<file path="config.mk">
export PLATFORM = sky130hd
export DESIGN_NAME = vermibus_arbiter_flat
export DESIGN_NICKNAME = d
export VERILOG_FILES = /design/src/rtl/vermibus_if.sv /design/src/rtl/vermibus_arbiter.sv /design/src/flat_wrapper.sv
export SDC_FILE = /design/constraint.sdc
export NUM_CORES = 1
export LEC_CHECK = 0
export ABC_CLOCK_PERIOD_IN_PS = 4200
export CORE_AREA = 3 3 104 106
export DETAILED_ROUTE_END_ITERATION = 8
export DIE_AREA = 0 0 107 109
export GPL_ROUTABILITY_DRIVEN = 0
export HOLD_SLACK_MARGIN = 0.1
export PLACE_DENSITY = 0.64
export SYNTH_ARGS = -nofsm -noshare
export SYNTH_HDL_FRONTEND = slang
export SYNTH_SLANG_ARGS = --single-unit
</file>
<file path="constraint.sdc">
create_clock -name clk -period 4.2 [get_ports clk]
set_input_delay 0.84 -clock clk [delete_from_list [all_inputs] [get_ports clk]]
set_output_delay 0.84 -clock clk [all_outputs]
set_load 0.05 [all_outputs]
</file>
<file path="src/rtl/vermibus_if.sv">
// Bus bundle between the Vermicel core (ibus/dbus), vermibus_arbiter and the memory side.
// slave: arbiter view; master: core+memory environment view.
interface vermibus_if #(
   parameter int unsigned ADDR_WIDTH = 32,
   parameter int unsigned DATA_WIDTH = 32
);
   localparam int unsigned STRB_WIDTH = DATA_WIDTH / 8;

   logic                  ibus_valid;
   logic [ADDR_WIDTH-1:0] ibus_address;
   logic [DATA_WIDTH-1:0] ibus_rdata;
   logic                  ibus_ready;

   logic                  dbus_valid;
   logic [ADDR_WIDTH-1:0] dbus_address;
   logic [STRB_WIDTH-1:0] dbus_wstrobe;
   logic [DATA_WIDTH-1:0] dbus_wdata;
   logic [DATA_WIDTH-1:0] dbus_rdata;
   logic                  dbus_ready;
   logic                  dbus_irq;

   logic                  mem_valid;
   logic [ADDR_WIDTH-1:0] mem_address;
   logic [STRB_WIDTH-1:0] mem_wstrobe;
   logic [DATA_WIDTH-1:0] mem_wdata;
   logic [DATA_WIDTH-1:0] mem_rdata;
   logic                  mem_ready;
   logic                  mem_irq;

   modport slave (
      input  ibus_valid, ibus_address,
      output ibus_rdata, ibus_ready,
      input  dbus_valid, dbus_address, dbus_wstrobe, dbus_wdata,
      output dbus_rdata, dbus_ready, dbus_irq,
      output mem_valid, mem_address, mem_wstrobe, mem_wdata,
      input  mem_rdata, mem_ready, mem_irq
   );

   modport master (
      output ibus_valid, ibus_address,
      input  ibus_rdata, ibus_ready,
      output dbus_valid, dbus_address, dbus_wstrobe, dbus_wdata,
      input  dbus_rdata, dbus_ready, dbus_irq,
      input  mem_valid, mem_address, mem_wstrobe, mem_wdata,
      output mem_rdata, mem_ready, mem_irq
   );
endinterface

</file>
<file path="src/rtl/vermibus_arbiter.sv">
// Locking arbiter merging the core's ibus and dbus onto one memory bus, zero added latency.
// Define VERMIBUS_ARBITER_ROUND_ROBIN_EN for round-robin tie-break; default is fixed dbus priority.
module vermibus_arbiter #(
   parameter int unsigned ADDR_WIDTH = 32,
   parameter int unsigned DATA_WIDTH = 32
) (
   input  logic        clk,
   input  logic        reset,
   vermibus_if.slave   bus
);
   localparam int unsigned STRB_WIDTH = DATA_WIDTH / 8;

   typedef enum logic [1:0] {
      OWN_NONE = 2'd0,
      OWN_IBUS = 2'd1,
      OWN_DBUS = 2'd2
   } owner_e;

   owner_e owner_q, owner_d;
   owner_e last_q, last_d;
   owner_e sel_c;

   logic                  mem_valid_c;
   logic [ADDR_WIDTH-1:0] mem_address_c;
   logic [STRB_WIDTH-1:0] mem_wstrobe_c;
   logic                  ibus_ready_c;
   logic                  dbus_ready_c;

   // Bus selection: a locked owner is never preempted; otherwise arbitrate this cycle.
   always_comb begin
      sel_c = OWN_NONE;
      case (owner_q)
         OWN_IBUS: sel_c = OWN_IBUS;
         OWN_DBUS: sel_c = OWN_DBUS;
         default: begin
            if (bus.ibus_valid && bus.dbus_valid) begin
`ifdef VERMIBUS_ARBITER_ROUND_ROBIN_EN
               sel_c = (last_q == OWN_DBUS) ? OWN_IBUS : OWN_DBUS;
`else
               sel_c = OWN_DBUS;
`endif
            end else if (bus.ibus_valid) begin
               sel_c = OWN_IBUS;
            end else if (bus.dbus_valid) begin
               sel_c = OWN_DBUS;
            end
         end
      endcase
   end

   // Request mux; wstrobe is forced to zero unless the data bus is selected.
   always_comb begin
      mem_valid_c   = 1'b0;
      mem_address_c = '0;
      mem_wstrobe_c = '0;
      case (sel_c)
         OWN_IBUS: begin
            mem_valid_c   = bus.ibus_valid;
            mem_address_c = bus.ibus_address;
         end
         OWN_DBUS: begin
            mem_valid_c   = bus.dbus_valid;
            mem_address_c = bus.dbus_address;
            mem_wstrobe_c = bus.dbus_wstrobe;
         end
         default: ;
      endcase
      ibus_ready_c = bus.mem_ready && mem_valid_c && (sel_c == OWN_IBUS);
      dbus_ready_c = bus.mem_ready && mem_valid_c && (sel_c == OWN_DBUS);
   end

   assign bus.mem_valid   = mem_valid_c;
   assign bus.mem_address = mem_address_c;
   assign bus.mem_wstrobe = mem_wstrobe_c;
   assign bus.mem_wdata   = bus.dbus_wdata;
   assign bus.ibus_ready  = ibus_ready_c;
   assign bus.dbus_ready  = dbus_ready_c;
   assign bus.ibus_rdata  = bus.mem_rdata;
   assign bus.dbus_rdata  = bus.mem_rdata;
   assign bus.dbus_irq    = bus.mem_irq;

   // Lock on a stalled transfer, release on completion or when the owner abandons its request.
   always_comb begin
      owner_d = owner_q;
      last_d  = last_q;
      if (mem_valid_c && !bus.mem_ready) begin
         owner_d = sel_c;
      end else if (mem_valid_c && bus.mem_ready) begin
         owner_d = OWN_NONE;
         last_d  = sel_c;
      end else if (owner_q != OWN_NONE) begin
         owner_d = OWN_NONE;
      end
   end

   always_ff @(posedge clk) begin
      if (reset) begin
         owner_q <= OWN_NONE;
         last_q  <= OWN_IBUS;
      end else begin
         owner_q <= owner_d;
         last_q  <= last_d;
      end
   end
endmodule

</file>
<file path="src/flat_wrapper.sv">
// flat-port wrapper written by rule: the top's interface ports become plain ports
module vermibus_arbiter_flat 
#(
   parameter int unsigned ADDR_WIDTH = 32,
   parameter int unsigned DATA_WIDTH = 32
)
  (clk, reset, bus_ibus_valid, bus_ibus_address, bus_ibus_rdata, bus_ibus_ready, bus_dbus_valid, bus_dbus_address, bus_dbus_wstrobe, bus_dbus_wdata, bus_dbus_rdata, bus_dbus_ready, bus_dbus_irq, bus_mem_valid, bus_mem_address, bus_mem_wstrobe, bus_mem_wdata, bus_mem_rdata, bus_mem_ready, bus_mem_irq);
  vermibus_if #(.ADDR_WIDTH(ADDR_WIDTH), .DATA_WIDTH(DATA_WIDTH)) bus_i ();
  input  logic clk;
  input  logic reset;
  input wire logic [$bits(bus_i.ibus_valid)-1:0] bus_ibus_valid;
  input wire logic [$bits(bus_i.ibus_address)-1:0] bus_ibus_address;
  output wire logic [$bits(bus_i.ibus_rdata)-1:0] bus_ibus_rdata;
  output wire logic [$bits(bus_i.ibus_ready)-1:0] bus_ibus_ready;
  input wire logic [$bits(bus_i.dbus_valid)-1:0] bus_dbus_valid;
  input wire logic [$bits(bus_i.dbus_address)-1:0] bus_dbus_address;
  input wire logic [$bits(bus_i.dbus_wstrobe)-1:0] bus_dbus_wstrobe;
  input wire logic [$bits(bus_i.dbus_wdata)-1:0] bus_dbus_wdata;
  output wire logic [$bits(bus_i.dbus_rdata)-1:0] bus_dbus_rdata;
  output wire logic [$bits(bus_i.dbus_ready)-1:0] bus_dbus_ready;
  output wire logic [$bits(bus_i.dbus_irq)-1:0] bus_dbus_irq;
  output wire logic [$bits(bus_i.mem_valid)-1:0] bus_mem_valid;
  output wire logic [$bits(bus_i.mem_address)-1:0] bus_mem_address;
  output wire logic [$bits(bus_i.mem_wstrobe)-1:0] bus_mem_wstrobe;
  output wire logic [$bits(bus_i.mem_wdata)-1:0] bus_mem_wdata;
  input wire logic [$bits(bus_i.mem_rdata)-1:0] bus_mem_rdata;
  input wire logic [$bits(bus_i.mem_ready)-1:0] bus_mem_ready;
  input wire logic [$bits(bus_i.mem_irq)-1:0] bus_mem_irq;
  assign bus_i.ibus_valid = bus_ibus_valid;
  assign bus_i.ibus_address = bus_ibus_address;
  assign bus_ibus_rdata = bus_i.ibus_rdata;
  assign bus_ibus_ready = bus_i.ibus_ready;
  assign bus_i.dbus_valid = bus_dbus_valid;
  assign bus_i.dbus_address = bus_dbus_address;
  assign bus_i.dbus_wstrobe = bus_dbus_wstrobe;
  assign bus_i.dbus_wdata = bus_dbus_wdata;
  assign bus_dbus_rdata = bus_i.dbus_rdata;
  assign bus_dbus_ready = bus_i.dbus_ready;
  assign bus_dbus_irq = bus_i.dbus_irq;
  assign bus_mem_valid = bus_i.mem_valid;
  assign bus_mem_address = bus_i.mem_address;
  assign bus_mem_wstrobe = bus_i.mem_wstrobe;
  assign bus_mem_wdata = bus_i.mem_wdata;
  assign bus_i.mem_rdata = bus_mem_rdata;
  assign bus_i.mem_ready = bus_mem_ready;
  assign bus_i.mem_irq = bus_mem_irq;
  vermibus_arbiter #(.ADDR_WIDTH(ADDR_WIDTH), .DATA_WIDTH(DATA_WIDTH)) u_core (.clk(clk), .reset(reset), .bus(bus_i));
endmodule
</file>
Word-level counts from Yosys, hierarchy flattened --
Cells that the tools add are included.
Storage, ports and cells: word-level logic and storage cells 23, output and inout bits 136, bits in registers 2, input port bits 138
Cells by class: equality and inequality tests 4, muxes and demuxes 10, reductions and logical operators 8
Operator list (count):
- case mux 32 bit (2 select lines) | 1
- two-way mux 2 bit | 6
- logical AND 1 bit | 5
- == test 2 x 1 -> 1 bit (second input constant) | 2
- == test 2 bit (second input constant) | 2
- two-way mux 4 bit | 1
- case mux 2 bit (2 select lines) | 1
- nonzero test 3 bit | 1
- case mux 1 bit (2 select lines) | 1
- nonzero test 2 bit | 1
- logical NOT 1 bit | 1

Depth between registers and ports, before layout --
Gate-level depths: netlist of the first run.
depth in word-level cells 9, mapped depth 10

Least setup slack after synthesis of the first run --
OpenSTA, ideal clock, no wires.
kind input to output, start point input port bus_ibus_valid, end point output port bus_dbus_ready, cell stages on the path 6, data arrival time 2894 ps, buffers on the path 1, setup slack 466 ps, path through nor3b_1 a21oi_1 ha_1 buf_6 nor2_1 and3_1
On the way: cells in the longest elaborated chain, start to end 7, elaborated cells on any way between the ends 9, those cells by class 2 x eq/ne; 4 x mux; 3 x reduce/logical
RTL lines:
- start, declared | line flat_wrapper.sv:11 | input wire logic [$bits(bus_i.ibus_valid)-1:0] bus_ibus_valid;
- two-way mux 2 bit or logical AND 1 bit (tied branches) | line vermibus_arbiter.sv:42, vermibus_arbiter.sv:36
- two-way mux 2 bit | line vermibus_arbiter.sv:36 | if (bus.ibus_valid && bus.dbus_valid) begin
- case mux 2 bit (2 select lines) | line vermibus_arbiter.sv:32 | case (owner_q)
- == test 2 bit or == test 2 x 1 -> 1 bit (tied branches) | line vermibus_arbiter.sv:56 | case (sel_c)
- case mux 1 bit (2 select lines) (*) | line vermibus_arbiter.sv:56
- named net bus_mem_valid | line flat_wrapper.sv:22 | output wire logic [$bits(bus_i.mem_valid)-1:0] bus_mem_valid;
- logical AND 1 bit (*) (2 in a row) | line vermibus_arbiter.sv:69 | dbus_ready_c = bus.mem_ready && mem_valid_c && (sel_c == OWN_DBUS);
- end, declared | line flat_wrapper.sv:20 | output wire logic [$bits(bus_i.dbus_ready)-1:0] bus_dbus_ready;
The timed path passes the listed nets; every way through them passes the cells marked *.

Worst setup path in the final report of the first run --
start point input port bus_ibus_valid, end point output port bus_mem_address[6]
On the way: cells in the longest elaborated chain, start to end 5, elaborated cells on any way between the ends 7, those cells by class 2 x eq/ne; 4 x mux; 1 x reduce/logical
RTL lines:
- two-way mux 2 bit or logical AND 1 bit (tied branches) | line vermibus_arbiter.sv:42, vermibus_arbiter.sv:36
- two-way mux 2 bit (*) | line vermibus_arbiter.sv:36
- case mux 2 bit (2 select lines) (*) | line vermibus_arbiter.sv:32
- == test 2 bit or == test 2 x 1 -> 1 bit (tied branches) | line vermibus_arbiter.sv:56
- case mux 32 bit (2 select lines) (*) | line vermibus_arbiter.sv:56
- end, declared | line flat_wrapper.sv:23 | output wire logic [$bits(bus_i.mem_address)-1:0] bus_mem_address;
Mark *: on every way between the ends. The rest lies on a longest branch, timed or not.

==> results of run 1 <==
-- cell usage in the layout (no fill, tap or decap) --
cell / instances
or4_1: 1
o22ai_1: 1
and2_1: 4
nor3b_1: 1
clkdlybuf4s50_1: 72
ha_1: 5
nand2_1: 1
mux2_2: 1
mux2i_1: 1
inv_1: 4
dfxtp_1: 2
nor3_1: 1
nor2_1: 34
a21oi_1: 1
and3_1: 2
buf_12: 39
clkbuf_8: 3
a22oi_1: 33
buf_4: 4
nand3b_1: 1
-- worst max-delay path: stages --
cell and delay [ns]:
clkdlybuf4s50_1 0.50, nor3b_1 0.24, a21oi_1 0.11, inv_1 0.07, ha_1 0.16, buf_4 0.36, a22oi_1 0.18, nor2_1 0.21
buf_12 0.17
-- routing by layer --
metal / global-route usage, % / part of all wire [%] / routed length, µm
met1: 6.58 / 27 / 1480
met2: 17.6 / 55 / 3040
met3: 3.20 / 14 / 753
met4: 4.11 / 5.2 / 287
met5: 0 / 0 / 0
-- path summary, 6_finish.rpt --
check                                        from                 end  slack, ns
worst max register to register  u_core.owner_q[0]   u_core.owner_q[0]       1.66
worst min register to register  u_core.owner_q[0]   u_core.owner_q[0]       0.53
worst max-delay path               bus_ibus_valid  bus_mem_address[6]       0.51
worst min-delay path            u_core.owner_q[0]   u_core.owner_q[0]       0.53
-- stage by stage --
| step | hold WS [ns] | setup slack [ns] | util (%) | total power, W |
|---|---|---|---|---|
| finish | 0.535 | 0.512 | 23.7 | 0.000453 |
| global route | 0.568 | 0.356 | 23.7 | 0.000475 |
| CTS | 0.540 | 0.528 | 23.7 | 0.000459 |
| detailed placement | 0.532 | 0.541 | 23.2 | 0.000383 |
| global placement | 0.545 | 0.654 | 23.2 | 0.000379 |
| floorplan | 0.490 | 0.466 | - | 0.000426 |
-- logic make-up after synthesis --
logic type,Yosys count,synth area share [%]
buffers and inverters,113,58.0
AND/OR/NAND/NOR,45,14.2
AO/OA/AOI/OAI,35,18.8
adder cells (fa/ha/maj),5,4.53
multiplexers,2,1.54
flip-flops,2,2.90
-- cell type report --
class                      count  area [µm²]
clock buffer                   3        41.3
sequential                     2        40.0
inverter                       4        15.0
tap                          133         166
fill                        1059        7530
timing repair buffer         115        1530
multi-input combinational     87         539
-- power by group through the flow --
stage	registers, W	clock network [W]	logic [W]
after floorplan	0.0000201	0	0.000406
after global placement	0.0000201	0	0.000358
after detailed placement	0.0000202	0	0.000362
after CTS	0.0000199	0.0000753	0.000363
after global routing	0.0000200	0.0000778	0.000377
final	0.0000199	0.0000732	0.000360
==> results.md, run 1 <==
* Outcome: finished, final reports clean
* Cell-internal power at ~0.00026 W
* First drt pass iteration count at 4
* Arr. time, crit path at approximately 2.9 ns
* Final clock skew at ~0.0015 ns
* Synth top area share at between 50% and 60%
* Fin nets at about 360
* CTS max path bufs at 2
* Fin cells at about 340
* Primary FF master, synth: dfxtp_1
* Setup bufs post-CTS at 0
* Sw Ratio at ~42%
* Setup tns final at 0 ns
* Layout area overhead at 69.1%
* H-tree levels at 1
* Share of layout cells above drive strength 1 at roughly 22%
* Max reg flops at 2
* Syn nets at around 350
* Crit Path Class: in2out
* Number of I/O port buffers at about 110
* Core Area at slightly below 10000 µm²
* Total Routing Usage GR at around 8.4%
* LEAKAGE at between 0.8 and 0.9 nW
* Worst-case reg-to-reg path depth at 8
* Antenna violations before repair at 0
* Root buffer cell: clkbuf_8
* Slew HR at 69.5%
* Max-slew violation count at 0
* PostCTS Resize Cnt at 0
* Drt drc at 0
* Top flop regs: u_core.owner_q x2
* Synth top area cells: buf_4 (53%), a22oi_1 (18%), nor2_1 (9.2%), ha_1 (4.5%), dfxtp_1 (2.9%)
* Worst vdd ir at approximately 0.22 mV
* CP startpoint kind: input pin
* DR vias/cell at 3.87
* Reg with most FFs: u_core.owner_q
* First-pass GRT wire length at 7.51 mm
* Post-synth EDFFs at 0
* CP endpoint kind: primary output
* Clock share of power at 16.1%
* Critical Path Fanout Max at 33
* Io pins at roughly 270
* Chip height at around 110 µm
* WHS Path Cells at 2
* Switching Power at 0.000192 W
* Maxcap violations at 0
* Post-synth top cells: buf_4 (97), nor2_1 (34), a22oi_1 (33)
* Die X at about 110 µm
* Clk Latency, worst-skew pair at around 0.21 ns
* WP data required at roughly 3.4 ns
* Post-layout min period at roughly 3.7 ns
* Synth Area per Inst at 6.83 µm²
* Cells after synthesis at a little over 200
* Top-count cell post-synth: buf_4
* YS warnings at 0
* Vias in the first global route at 1396
* Placed Instances at 341
* Post-route ant nets at 0
* Area leader, netlist: buf_4
* Row count at 36
* Sequential share of the synthesized area at 2.90%
* # hold bufs at CTS at 0
* Dpl cell area at 2290 µm²
* RSZ-0062 raised after global routing: false
* N_diodes at 0
* Die ar. at approximately 12000 µm²
* Fin area at 2330 µm²
* Fmax at ~270 MHz
* Via count at approximately 1.3k
* FFs w/ async S/R, synth at 0%
* Post-Syn Area at 1380 µm²
* Post-DR wirelength/cell at about 16 µm
* Largest net degree at the start of global routing at 34
* Combinational power share at 79.5%
* Worst Hold Class: reg2reg
* Reg power frac at ~4.4%
* GRT overflow at 0
* DR iter-0 viols at 54
* Final wirelength at 5.56 mm
* Initial core utilization at 14.0%
* Period utilization at 87.8%
* Final setup violation count at 0
* Yosys cell types at 20
* Final Hold Viols at 0
* Pwr dens at 194 nW/µm²
* Synthesized flop and latch total at 2
* Worst-margin pin slew at around 0.46 ns
* CTS tree: yes
* Num CTS Buffers at 3
* Clock Sinks at 2
* Hpwl dp at about 4.8 mm
* Clock transition at path regs at about 0.030 ns
Note: power is estimated with default switching activity, not from simulation.
==> run 2, diff against run 1 <==
- MAX_ROUTING_LAYER: not set -> met4
==> run 2 against run 1 <==
Net effect:
- highest routed layer unchanged
- via count is 0.45% higher
- largest cell class unchanged
- final cell count stayed put
- final area stayed put
- register-to-register slack hardly changed
- non-clock buffer count stayed put
- sequential share of layout area stayed put
- worst hold slack hardly changed
- largest power group unchanged
- flip-flop and latch count stayed put
- sequential power hardly changed
- clock power hardly changed
- power hardly changed
==> results.md, run 2 (same netlist as run 1, synthesis figures left out) <==
* WHS Path Cells at 2 (unchanged)
* Chip height at 109 µm (unchanged)
* Io pins at 274 (unchanged)
* Commonest non-fill, non-tap cells in the layout: clkdlybuf4s50_1 (72), buf_12 (39), nor2_1 (34)
* Commonest non-fill, non-tap cell in the layout: clkdlybuf4s50_1
* Top flop regs: u_core.owner_q x2
* Row count at 36 (unchanged)
* Placed Instances at 341 (unchanged)
* Period utilization at 88.0% (+0.14 points)
* Post-layout min period at 3.69 ns (+0.00594 ns)
* Reg with most FFs: u_core.owner_q
* Root buffer cell: clkbuf_8
* Arr. time, crit path at 2.85 ns (about the same)
* Fin cells at 344 (unchanged)
* Die X at 107 µm (unchanged)
* CP cell instances: clkdlybuf4s50_1 > nor3b_1 > a21oi_1 > inv_1 > ha_1 > buf_4 > a22oi_1 > nor2_1 > buf_12
* Crit Path Class: in2out
* DR vias/cell at 3.89 (+0.45%)
* Setup tns final at 0 ns (unchanged)
* Outcome: finished, final reports clean
* Number of I/O port buffers at 111 (unchanged)
* Final clock skew at 0.00149 ns (+0.0000000300 ns)
* Core Area at 9860 µm² (unchanged)
* Post-route ant nets at 0 (unchanged)
* Fin nets at 356 (unchanged)
* RSZ-0062 raised after global routing: false
* Antenna violations before repair at 0 (unchanged)
* Num CTS Buffers at 3 (unchanged)
* H-tree levels at 1 (unchanged)
* Via count at 1337 (+0.45%)
* Final setup violation count at 0 (unchanged)
* DR iter-0 viols at 56 (+3.7%)
* Die ar. at 11700 µm² (unchanged)
* Met3 usage at 2.43% (-0.77 points)
* Pwr dens at 194 nW/µm² (about the same)
* Worst-case reg-to-reg path depth at 8 (unchanged)
* N_diodes at 0 (unchanged)
* Share of layout cells above drive strength 1 at 22.3% (unchanged)
* Total Routing Usage GR at 8.63% (+0.24 points)
* CTS max path bufs at 2 (unchanged)
* Vias in the first global route at 1400 (+0.29%)
* Critical Path Fanout Max at 33 (unchanged)
* Fmax at 271 MHz (-0.16%)
* Fill cells at 1059 (unchanged)
* Final Hold Viols at 0 (unchanged)
* Setup bufs post-CTS at 0 (unchanged)
* First drt pass iteration count at 4 (unchanged)
* Layout area overhead at 69.1% (unchanged)
* Worst setup margin at 0.506 ns (-0.00594 ns)
* GRT overflow at 0 (unchanged)
* Post-DR wirelength/cell at 16.2 µm (+0.14%)
* Max stage delay on crit path at 0.50 ns (about the same)
* Clock transition at path regs at 0.03 ns (about the same)
* Largest net degree at the start of global routing at 34 (unchanged)
* Worst-margin pin slew at 0.458 ns (+0.00196 ns)
* Worst Hold Class: reg2reg
* Max stage delay cell, worst path: clkdlybuf4s50_1
* WP data required at 3.36 ns (about the same)
* PostCTS Resize Cnt at 0 (unchanged)
* Final wirelength at 5.57 mm (+0.14%)
* Hpwl dp at 4.84 mm (unchanged)
* M1 GR Usage at 7.04% (+0.46 points)
* Max reg flops at 2 (unchanged)
* # hold bufs at CTS at 0 (unchanged)
* Worst vdd ir at 0.217 mV (about the same)
* Clock Sinks at 2 (unchanged)
* Initial core utilization at 14.0% (unchanged)
* Total Power at 0.000453 W (about the same)
* Maxcap violations at 0 (unchanged)
* Slew HR at 69.4% (-0.13 points)
* Drt drc at 0 (unchanged)
* Busiest layer in global routing: met2
* Max-slew violation count at 0 (unchanged)
* CP endpoint kind: primary output
* First-pass GRT wire length at 7.49 mm (-0.19%)
* Setup Slack @ Placement at 0.541 ns (unchanged)
* Met2 Use GR at 17.6% (unchanged)
* Clk Latency, worst-skew pair at 0.21 ns (about the same)
* Layout Utilization at 23.7% (unchanged)
* LEAKAGE at 0.875 nW (unchanged)
* CP startpoint kind: input pin
* CTS tree: yes
## run 2: cell counts in the layout (fill, tap and decap cells not counted)
No cell type changed its count.
## run 2: final timing paths
path                startpoint                  to  slack, ns
max             bus_ibus_valid  bus_mem_address[6]       0.51
min          u_core.owner_q[0]   u_core.owner_q[0]       0.53
max reg2reg  u_core.owner_q[0]   u_core.owner_q[0]       1.66
min reg2reg  u_core.owner_q[0]   u_core.owner_q[0]       0.53
## run 2: worst max-delay path: cells and delay by family
kind / cells / cell delay, ns
compound gates: 2 / 0.29
fa+ha+maj: 1 / 0.16
buf+inv: 4 / 1.10
simple gates: 2 / 0.45
## run 2: stage by stage
step,hold WS (ns),area [µm²]
3_5_place_dp,0.532,2290
4_1_cts,0.540,2330
5_1_grt,0.568,2330
2_1_floorplan,0.490,1380
3_3_place_gp,0.545,2290
6_report,0.535,2330
## run 2: per-layer routing
layer | routed length (µm) | up-vias
li1 | - | 592
met1 | 1570 | 573
met2 | 3050 | 137
met3 | 677 | 35
met4 | 265 | 0
met5 | 0 | -
## run 2: cell type report
cell class,count,area [µm²],area share (%)
repair buffers,115,1530,65.6
multi-input cells,87,539,23.1
well taps,133,166,7.13
clock buffers,3,41.3,1.77
flip-flops and latches,2,40.0,1.72
inverters,4,15.0,0.643
## run 2: report_power, final
group | switching, W | internal [W] | total [W]
registers | 0.000000315 | 0.0000196 | 0.0000199
clock network | 0.0000128 | 0.0000604 | 0.0000732
logic | 0.000179 | 0.000181 | 0.000360
==> run 3, diff against run 2 <==
- CORE_AREA: 3 3 104 106 -> 5 5 103 105
- DIE_AREA: 0 0 107 109 -> 0 0 108 110
- PLACE_DENSITY: 0.64 -> not set
==> run 3 against run 2 <==
Net effect:
- power fell by 0.12%
- final area up 0.64%
- register-to-register slack improved by 0.08 ns
- global-route usage down 1.8 points
- sequential share of layout area about the same
- critical path depth is 1 higher
- clock skew barely moved
- core utilization is 0.94 points higher
- non-clock buffer count rose by 2
- sequential power is essentially flat
- largest power group unchanged
==> results.md, run 3 (same netlist as run 1, synthesis figures left out) <==
* WP buf/inv at 4 (unchanged)
* Antenna violations before repair at 0 (unchanged)
* CP cell instances: clkdlybuf4s50_1 > nor3b_1 > a21oi_1 > inv_1 > ha_1 > a22oi_1 > nor2_1 > buf_4 > and3_1 > buf_12
* First-pass GRT wire length at 6.40 mm (-15%)
* Drt drc at 0 (unchanged)
* Number of I/O port buffers at 111 (unchanged)
* Top flop regs: u_core.owner_q x2
* Worst setup margin at 0.607 ns (+0.102 ns)
* Hpwl dp at 3.92 mm (-19%)
* Share of layout cells above drive strength 1 at 23.0% (+0.73 points)
* CP startpoint kind: input pin
* Arr. time, crit path at 2.75 ns (-0.10 ns)
* Met1 Routed Length at 1.49 mm (-5.2%)
* Die X at 108 µm (+0.93%)
* Max stage delay cell, worst path: clkdlybuf4s50_1
* Io pins at 274 (unchanged)
* Worst Setup SP: bus_dbus_valid
* Pwr dens at 193 nW/µm² (-0.76%)
* LEAKAGE at 0.885 nW (+1.2%)
* H-tree levels at 1 (unchanged)
* Max-slew violation count at 0 (unchanged)
* Critical path depth at 10 (+1)
* Initial core utilization at 14.5% (+0.46 points)
* Max reg flops at 2 (unchanged)
* Hold Slack at 0.530 ns (-0.00416 ns)
* GRT overflow at 0 (unchanged)
* Clock transition at path regs at 0.03 ns (about the same)
* Reg2reg start: u_core.owner_q[1]
* Setup bufs post-CTS at 0 (unchanged)
* # hold bufs at CTS at 0 (unchanged)
* Worst-margin pin slew at 0.336 ns (-0.122 ns)
* WL met3 at 484 µm (-29%)
* First drt pass iteration count at 4 (unchanged)
* RSZ-0062 raised after global routing: false
* DR iter-0 viols at 68 (+21%)
* WP data required at 3.36 ns (about the same)
* PostCTS Resize Cnt at 0 (unchanged)
* Fmax at 278 MHz (+2.8%)
* Fill cells at 1036 (-2.2%)
* End of the critical path: bus_ibus_ready
* Area of the multi-input gates at 539 µm² (unchanged)
* Via count at 1294 (-3.2%)
* Chip height at 110 µm (+0.92%)
* Fin nets at 358 (+0.56%)
* Final wirelength at 4.52 mm (-19%)
* Max stage delay on crit path at 0.50 ns (about the same)
* Num CTS Buffers at 3 (unchanged)
* Worst vdd ir at 0.121 mV (-44%)
* Worst Hold Class: reg2reg
* Worst-case reg-to-reg path depth at 8 (unchanged)
* Period utilization at 85.5% (-2.4 points)
* Post-layout min period at 3.59 ns (-0.102 ns)
* Root buffer cell: clkbuf_8
* Maxcap violations at 0 (unchanged)
* Wire length on met2 at 2.23 mm (-27%)
* Die ar. at 11900 µm² (+1.9%)
* CTS tree: yes
* Row count at 36 (unchanged)
* CP endpoint kind: primary output
* Reg with most FFs: u_core.owner_q
* Critical Path Fanout Max at 4 (-88%)
* Area taken by flip-flops and latches at 40.0 µm² (unchanged)
* Top Family by Delay on Critical Path: buffers and inverters
* Clk Latency, worst-skew pair at 0.21 ns (about the same)
* Vias in the first global route at 1296 (-7.4%)
* Clock Sinks at 2 (unchanged)
* Critical R2R Capture: u_core.owner_q[0]
* Final Hold Viols at 0 (unchanged)
* Commonest non-fill, non-tap cells in the layout: clkdlybuf4s50_1 (72), buf_12 (39), nor2_1 (34)
* Layout area overhead at 70.2%
* Setup tns final at 0 ns (unchanged)
* Top Metal Used: met4
* Largest net degree at the start of global routing at 34 (unchanged)
* Final setup violation count at 0 (unchanged)
* Core Area at 9550 µm² (-3.2%)
* Post-route ant nets at 0 (unchanged)
* Outcome: finished, final reports clean
* Final clock skew at 0.00176 ns (+0.000274 ns)
* Total Routing Usage GR at 6.87% (-1.8 points)
* Reg2reg setup slack at 1.74 ns (+0.08 ns)
* Crit Path Class: in2out
* DR vias/cell at 3.74 (-3.8%)
* Setup Slack @ Placement at 0.611 ns (+0.0703 ns)
* Post-DR wirelength/cell at 13.1 µm (-19%)
* CTS max path bufs at 2 (unchanged)
* Layout Utilization at 24.6% (+0.94 points)
* N_diodes at 0 (unchanged)
* Commonest non-fill, non-tap cell in the layout: clkdlybuf4s50_1
* Slew HR at 77.6% (+8.3 points)
## run 3: how the worst min path moves through the flow
stage | startpoint | cells past startpoint | end | slack [ns]
global route | u_core.owner_q[0] | 2 | u_core.owner_q[0] | 0.55
floorplan | u_core.owner_q[0] | 2 | u_core.owner_q[0] | 0.49
global placement | u_core.owner_q[0] | 2 | u_core.owner_q[0] | 0.54
CTS | u_core.owner_q[0] | 2 | u_core.owner_q[0] | 0.53
finish | u_core.owner_q[0] | 2 | u_core.owner_q[0] | 0.53
detailed placement | u_core.owner_q[0] | 2 | u_core.owner_q[0] | 0.52
## run 3: power breakdown
part / internal (W) / switching (W) / total (W)
combinational: 0.000182 / 0.000175 / 0.000357
sequential: 0.0000196 / 0.000000355 / 0.0000200
clock: 0.0000606 / 0.0000149 / 0.0000755
total: 0.000263 / 0.000190 / 0.000453
## run 3: area by class of cell
type / instances / share of cell area (%)
multi-input combinational: 87 / 23.0
timing repair buffer: 117 / 65.8
clock buffer: 3 / 1.76
inverter: 4 / 0.639
sequential: 2 / 1.70
tap: 133 / 7.09
## run 3: worst register-to-register path: stages (launching register included)
cell	delay [ns]
dfxtp_1	0.35
inv_1	0.07
ha_1	0.32
mux2i_1	0.31
inv_1	0.07
ha_1	0.31
buf_4	0.26
or4_1	0.54
o22ai_1	0.15
## run 3: through the flow
stage | total power [W] | std cells | instance area (µm²)
after detailed placement | 0.000382 | 343 | 2310
after CTS | 0.000460 | 346 | 2350
after floorplan | 0.000426 | 202 | 1380
after global placement | 0.000379 | 343 | 2310
after global routing | 0.000476 | 346 | 2350
final | 0.000453 | 346 | 2350
## run 3: per-layer routing
metal	vias to the layer above	track usage, %
met5	-	-
met4	0	5.41
met3	45	2.10
met2	82	11.5
met1	572	6.66
li1	595	-
